--- src/rtl/mmcm_ps_pkg.sv ---
// mmcm_ps_pkg: shared types and constants for the multi-channel MMCM phase stepper
package mmcm_ps_pkg;
    typedef enum logic [1:0] {IDLE, STEP, WAIT, DRAIN} ps_state_t;
    localparam logic MODE_ABS = 1'b0;
    localparam logic MODE_REL = 1'b1;
    localparam int DEFAULT_DONE_TIMEOUT = 1024;
endpackage

--- src/rtl/mmcm_ps_channel.sv ---
// mmcm_ps_channel: one MMCM dynamic phase-shift stepper with abort, readback and PSDONE timeout
module mmcm_ps_channel
    import mmcm_ps_pkg::*;
#(
    parameter int PHASE_WIDTH = 32,
    parameter int DONE_TIMEOUT = DEFAULT_DONE_TIMEOUT
) (
    input  logic                   clk,
    input  logic                   rst,
    input  logic [PHASE_WIDTH-1:0] target,
    input  logic                   mode_rel,
    input  logic                   configure,
    input  logic                   abort,
    input  logic                   ps_done,
    output logic                   configured,
    output logic                   busy,
    output logic                   error,
    output logic                   ps_en,
    output logic                   ps_inc_dec,
    output logic [PHASE_WIDTH-1:0] position
);
    localparam int TW = $clog2(DONE_TIMEOUT);
    localparam logic [PHASE_WIDTH-1:0] ONE = 1;
    ps_state_t state, state_n;
    logic [PHASE_WIDTH-1:0] goal;
    logic [TW-1:0] count;
    logic abort_q, step, timeout;
    assign timeout = count == TW'(DONE_TIMEOUT - 1);
    assign busy = state != IDLE;
    always_comb begin
        state_n = state;
        step = 1'b0;
        case (state)
            IDLE: state_n = configure ? STEP : IDLE;
            STEP: begin
                step = !abort && goal != position;
                state_n = step ? WAIT : IDLE;
            end
            WAIT: state_n = ps_done ? ((abort || abort_q) ? IDLE : STEP) : (timeout ? IDLE : WAIT);
            default: state_n = IDLE;
        endcase
    end
    // ps_en is registered, so the pulse lands in the first WAIT cycle where the timeout count is 0
    always_ff @(posedge clk) begin
        if (rst) begin
            state <= IDLE;
            position <= '0;
            goal <= '0;
            count <= '0;
            abort_q <= 1'b0;
            ps_en <= 1'b0;
            ps_inc_dec <= 1'b0;
            error <= 1'b0;
            configured <= 1'b0;
        end else begin
            state <= state_n;
            configured <= state == IDLE && !error && !configure;
            ps_en <= step;
            count <= step ? '0 : count + TW'(1);
            abort_q <= state == WAIT && (abort_q || abort);
            if (step) ps_inc_dec <= $signed(goal) > $signed(position);
            if (state == IDLE && configure) begin
                goal <= mode_rel == MODE_REL ? position + target : target;
                error <= 1'b0;
            end
            if (state == WAIT && ps_done) position <= ps_inc_dec ? position + ONE : position - ONE;
            if (state == WAIT && !ps_done && timeout) error <= 1'b1;
        end
    end
endmodule

--- src/rtl/mmcm_phaseshift_multi.sv ---
// mmcm_phaseshift_multi: NUM_CH independent MMCM phase steppers with aggregate status
module mmcm_phaseshift_multi
    import mmcm_ps_pkg::*;
#(
    parameter int NUM_CH = 4,
    parameter int PHASE_WIDTH = 32,
    parameter int DONE_TIMEOUT = DEFAULT_DONE_TIMEOUT
) (
    input  logic                          clk,
    input  logic                          rst,
    input  logic [NUM_CH*PHASE_WIDTH-1:0] target,
    input  logic [NUM_CH-1:0]             mode_rel,
    input  logic [NUM_CH-1:0]             configure,
    input  logic [NUM_CH-1:0]             abort,
    output logic [NUM_CH-1:0]             configured,
    output logic [NUM_CH-1:0]             busy,
    output logic [NUM_CH-1:0]             error,
    output logic [NUM_CH*PHASE_WIDTH-1:0] position,
    output logic                          all_configured,
    output logic                          any_error,
    input  logic [NUM_CH-1:0]             ps_done,
    output logic [NUM_CH-1:0]             ps_en,
    output logic [NUM_CH-1:0]             ps_inc_dec
);
    for (genvar i = 0; i < NUM_CH; i++) begin : g_ch
        mmcm_ps_channel #(.PHASE_WIDTH(PHASE_WIDTH), .DONE_TIMEOUT(DONE_TIMEOUT)) u_ch (
            .clk(clk),
            .rst(rst),
            .target(target[i*PHASE_WIDTH +: PHASE_WIDTH]),
            .mode_rel(mode_rel[i]),
            .configure(configure[i]),
            .abort(abort[i]),
            .ps_done(ps_done[i]),
            .configured(configured[i]),
            .busy(busy[i]),
            .error(error[i]),
            .ps_en(ps_en[i]),
            .ps_inc_dec(ps_inc_dec[i]),
            .position(position[i*PHASE_WIDTH +: PHASE_WIDTH])
        );
    end
    assign all_configured = &configured;
    assign any_error = |error;
endmodule

--- config.mk ---
export PLATFORM = sky130hd
export DESIGN_NAME = mmcm_phaseshift_multi
export DESIGN_NICKNAME = d
export VERILOG_FILES = /design/src/rtl/mmcm_ps_pkg.sv /design/src/rtl/mmcm_ps_channel.sv /design/src/rtl/mmcm_phaseshift_multi.sv
export SDC_FILE = /design/constraint.sdc
export NUM_CORES = 1
export LEC_CHECK = 0
export ABC_AREA = 1
export CORE_MARGIN = 5
export CORE_UTILIZATION = 35
export CTS_BUF_LIST = sky130_fd_sc_hd__clkbuf_8
export DETAILED_ROUTE_END_ITERATION = 8
export SETUP_SLACK_MARGIN = 0.5
export SYNTH_ARGS = -nofsm -noshare
export SYNTH_HDL_FRONTEND = slang
export SYNTH_SLANG_ARGS = --single-unit
--- constraint.sdc ---
create_clock -name clk -period 3.9 [get_ports clk]
set_input_delay 0.78 -clock clk [delete_from_list [all_inputs] [get_ports clk]]
set_output_delay 0.78 -clock clk [all_outputs]
set_load 0.05 [all_outputs]
## Word-level counts from Yosys, hierarchy flattened

Index checks and enable logic that the tools add are counted.
Widths: inputs -> output; s select.

| storage, ports and cells | value |
|---|---|
| output and inout bits | 150 |
| register bits after elaboration | 324 |
| logic and storage cells | 186 |
| input bits | 146 |

| cells by class | value |
|---|---|
| equal/unequal tests | 16 |
| reduce and logical (&&, ||, !) cells | 70 |
| muxes and demuxes | 44 |
| $add $sub $neg | 16 |
| order comparisons | 4 |

Operators with widths:

| cell | count |
|---|---|
| $mux 32 | 8 |
| $add 32x1->32 const B | 4 |
| $add 32x32->32 | 4 |
| $gt 32x32->1 | 4 |
| $ne 32x32->1 | 4 |
| $sub 32x1->32 const B | 4 |
| $add 10x1->10 const B | 4 |
| $eq 10x10->1 const B | 4 |
| $logic_and 1x1->1 | 32 |
| $mux 2 | 12 |
| $pmux 2 s3 | 4 |
| $mux 1 | 20 |
| $logic_not 1->1 | 16 |
| $reduce_bool 2->1 | 8 |
| $eq 2x1->1 const B | 4 |
| $eq 2x2->1 const B | 4 |
| $logic_not 2->1 | 4 |
| $reduce_or 2->1 | 4 |
| $logic_or 1x1->1 | 4 |
| $reduce_and 4->1 | 1 |
| $reduce_or 4->1 | 1 |

## Longest topological paths before layout

| depth | value |
|---|---|
| depth after elaboration | 4 |
| mapped depth | 16 |
| mapped depth without buffers | 16 |

## Modules after synthesis

From an unflattened synthesis, not the netlist that was laid out.

| unflattened totals | value |
|---|---|
| cell total of the unflattened synthesis | 5630 |
| area total of the unflattened synthesis | 33470.9 um2 |

Modules (own cells, without submodules):

| module | area an instance (um2) | cells an instance | times used | sequential area each (um2) |
|---|---|---|---|---|
| mmcm_ps_channel at g_ch[3].u_ch | 8493.1 | 1414 | 1 | 1621.6 |
| mmcm_ps_channel at g_ch[2].u_ch | 8350.5 | 1400 | 1 | 1621.6 |
| mmcm_ps_channel at g_ch[0].u_ch | 8326.7 | 1411 | 1 | 1621.6 |
| mmcm_ps_channel at g_ch[1].u_ch | 8277.9 | 1399 | 1 | 1621.6 |
| mmcm_phaseshift_multi | 22.5 | 6 | 1 | 0.0 |

## Least setup slack after synthesis

Ideal clock, no wire load.

| timing path | value |
|---|---|
| path type | input to register |
| from | input target[0] |
| to | register g_ch[0].u_ch.goal[14] |
| slack | 1574 ps |
| arrival time | 2194 ps |
| path buffers | 0 |
| stages on the path | 11 |
| path through | ha_1 -> fa_1 -> nand3_1 -> nand3_2 -> nand2_1 -> nand2_1 -> nand2_1 -> nand2_1 -> xor2_1 -> o21ai_0 -> a21oi_1 |

| between the ends | value |
|---|---|
| longest elaborated chain between the ends | 2 |

RTL lines:

| item | RTL line | RTL |
|---|---|---|
| from (decl) | mmcm_phaseshift_multi.sv:11 | `input logic [NUM_CH*PHASE_WIDTH-1:0] target,` |
| $add 32x32->32 | mmcm_ps_channel.sv:63 | `goal <= mode_rel == MODE_REL ? position + target : target;` |
| $mux 32 | mmcm_ps_channel.sv:63 |  |
| to (signal assigned) | mmcm_ps_channel.sv:63 |  |
| to (decl) | mmcm_ps_channel.sv:25 | `logic [PHASE_WIDTH-1:0] goal;` |

Every way passes these cells.
A chain may end at the register's enable or synchronous reset.

## Worst setup path after layout

| timing path | value |
|---|---|
| from | register g_ch[3].u_ch.error |
| to | output any_error |

| between the ends | value |
|---|---|
| longest elaborated chain between the ends | 1 |

RTL lines:

| item | RTL line | RTL |
|---|---|---|
| from (decl) | mmcm_ps_channel.sv:17 | `output logic error,` |
| from (signal assigned) | mmcm_ps_channel.sv:53 | `error <= 1'b0;` |
| from (signal assigned) | mmcm_ps_channel.sv:64 | `error <= 1'b0;` |
| from (signal assigned) | mmcm_ps_channel.sv:67 | `if (state == WAIT && !ps_done && timeout) error <= 1'b1;` |
| $reduce_or 4->1 | mmcm_phaseshift_multi.sv:43 | `assign any_error = \|error;` |
| to (decl) | mmcm_phaseshift_multi.sv:20 | `output logic any_error,` |

Every way passes these cells.

==> impl_metrics.json <==
{
  "status": "finished clean",
  "clockPowerShare_pct": 32.5,
  "relSlewSlack_pct": 24.9,
  "dieArea_mm2": 0.101,
  "crit_path_max_fanout": 4,
  "drc": 0,
  "rows": 113,
  "p_int_w": 0.00706,
  "synthesis.instances": 5704,
  "grt_max_degree": 88,
  "cts_setup_buffers": 0,
  "switching_share_pct": 39.8,
  "dpl.hpwl_mm": 93.5,
  "ctsHoldBuffers": 0,
  "tightest_slew_ns": 1.12,
  "yosys.area.top_type": "dfxtp_1",
  "tritoncts": "yes",
  "htree_levels": 3,
  "drv_cap": 0,
  "track_usage_pct": 21.7,
  "path_delay_family": "buffers and inverters",
  "hp-class": "reg2reg",
  "ys_warn_count": 0,
  "syn_nets": 6234,
  "holdWs_ns": 0.441,
  "p_leak_nw": 21.0,
  "cts_buffer_depth": 3,
  "synth-seq-cells": 324,
  "netSwitchingPower_w": 0.00467,
  "setup_viol": 0,
  "powerDensity_mw_per_mm2": 301,
  "gp_congestion": 0.945,
  "start_util_pct": 35.2,
  "slowest_delay_ns": 0.72,
  "synth.avg_cell_area_um2": 5.84,
  "critPathLaunchType": "flop",
  "cts_made_buffers": 67,
  "yosysUniqueCellTypes": 53,
  "ant_nets": 0,
  "finalPower_w": 0.0117,
  "ios": 296,
  "drtPass1Iterations": 5,
  "p_comb_share_pct": 36.4,
  "dieHeight_um": 319,
  "die_w_um": 319,
  "hold_viol": 0,
  "antenna_found_initial": 5,
  "yosysSeqAreaShare_pct": 19.5,
  "core_area_mm2": 0.0947,
  "cpMaxStageDelayCell": "clkdlybuf4s50_1",
  "cts_root_buf": "clkbuf_8",
  "critical_path_buf_inv_count": 1,
  "fmax_mhz": 318,
  "clk_pin_slew_ns": 0.06,
  "clock_skew_ns": 0.0444,
  "vias": 35786,
  "synth_top_area_share_pct": 19.5,
  "cts.sinks": 324,
  "end_kind": "output port",
  "grt_pass1_wl_mm": 180,
  "cp.arrival_ns": 2.37,
  "period_share_pct": 80.7,
  "fin_crit_ns": 3.15,
  "crit_chain": "or4_1, clkdlybuf4s50_1",
  "syn2layout_area_growth_pct": 16.8,
  "drive_gt1_share_pct": 3.96,
  "reg2reg_slack_ns": 0.86,
  "ir_worst_vdd_uv": 172,
  "synthTopCellsByArea": "dfxtp_1, nand2_1, ha_1",
  "final.setup.tns_ns": 0,
  "vias_per_cell": 4.91,
  "drt_wl_total_mm": 115,
  "maxSlewViolCount": 0,
  "grt_overflow": 0,
  "io_buffers": 295,
  "grt_pass1_vias": 33820,
  "criticalPathCategory": "reg2out",
  "finalNetCount": 6499,
  "rsz0062_at_grt": "false",
  "pwr-share-seq_pct": 31.1,
  "clock_latency_ns": 0.68,
  "drt_iter0_markers": 2498,
  "required_ns": 3.12,
  "wl_per_cell_um": 15.8,
  "synth_area_mm2": 0.0333,
  "ctsResizeCount": 0
}
placed cells by master, fill, tap and decap left out, types with 9 or more instances in the layout:
cell,Yosys,final
dfxtp_1,324,324
xnor2_1,23,23
a21o_1,12,12
a21oi_1,592,592
ha_1,376,376
nand3b_1,23,23
nor2_2,19,19
o21ai_0,239,239
nand4_1,45,45
o21bai_1,17,17
nand3_2,9,9
inv_1,929,942
nand2_1,1716,1712
nor3_1,54,54
o21a_1,15,15
clkdlybuf4s50_1,0,294
a31oi_1,11,11
o211ai_1,16,16
nor2_1,604,604
clkbuf_8,0,86
nand2_2,42,46
nand3_1,317,317
buf_4,22,24
and2_1,16,16
xor2_1,105,105
registers in the layout, indices dropped and copies added (netlist names):
register,cells
g_ch.u_ch.configured,4
g_ch.u_ch.ps_en,4
g_ch.u_ch.position,128
g_ch.u_ch.abort_q,4
g_ch.u_ch.state,8
g_ch.u_ch.ps_inc_dec,4
g_ch.u_ch.error,4
g_ch.u_ch.goal,128
g_ch.u_ch.count,40
stage by stage:
stage	util (%)	setup WS [ns]	area (µm²)	cells
final	41.1	0.754	38900	7287
after global routing	41.1	0.569	38900	7284
after CTS	41.1	0.666	38900	7282
after detailed placement	39.6	0.730	37500	7165
after global placement	39.6	0.753	37500	7165
after floorplan	-	1.57	33300	5704
metal layers:
| metal | track usage, % | vias up | share of wire (%) | routed length, µm |
|---|---|---|---|---|
| li1 | - | 18704 | - | - |
| met1 | 29.5 | 15948 | 47 | 54400 |
| met2 | 35.3 | 930 | 44 | 50400 |
| met3 | 3.50 | 202 | 5.6 | 6440 |
| met4 | 6.70 | 2 | 3.3 | 3760 |
| met5 | 0 | - | 0.017 | 19 |
synthesized netlist by cell type, drive strengths merged:
cell type and instances:
a21o 12, a211oi 1, or4 2, nand3 326
dfxtp 324, o21ai 250, a21boi 2, buf 49
nand2 1760, o2111ai 1, nand3b 23, or2 13
fa 8, nand4 46, inv 933, o211ai 16
o21a 15, clkinv 1, a31oi 11, nor3b 8
xnor2 23, ha 376, clkbuf 75, a21oi 595
and2 20, nor4 7, nor3 59, o221ai 2
nor2 623, o21bai 17, xor2 105, dlygate4sd1 1
power by group through the flow:
stage          Clock, W  Combinational, W  Sequential, W
5_1_grt         0.00408           0.00481        0.00366
3_5_place_dp          0           0.00422        0.00371
3_3_place_gp          0           0.00419        0.00371
2_1_floorplan         0           0.00297        0.00374
4_1_cts         0.00394           0.00424        0.00364
6_report        0.00381           0.00427        0.00365
worst paths after layout:
check	endpoint	cells past startpoint	from
worst max-delay path	any_error	2	g_ch[3].u_ch.error$_SDFFE_PP0P_
worst min-delay path	g_ch[2].u_ch.count[0]$_SDFF_PP0_	1	g_ch[2].u_ch.count[0]$_SDFF_PP0_
worst max register to register	g_ch[1].u_ch.position[29]$_SDFFE_PP0P_	13	g_ch[1].u_ch.ps_inc_dec$_SDFFE_PP0P_
worst min register to register	g_ch[2].u_ch.count[0]$_SDFF_PP0_	1	g_ch[2].u_ch.count[0]$_SDFF_PP0_
cell families after synthesis:
logic type	share of synthesized area (%)
compound gates	14.5
xor+xnor	3.36
fa+ha+maj	14.6
buf+inv	12.2
flops	19.5
simple gates	35.8
cell type report:
cell class              instances  area [µm²]
diodes                          5        12.5
clock buffers                  85        1170
clock inverters                32         219
fillers                     10403       55800
inverters                     934        3510
multi-input cells            4321       22800
flip-flops and latches        324        6490
well taps                    1265        1580
repair buffers                321        3180
Note: power is estimated with default switching activity, not from simulation.
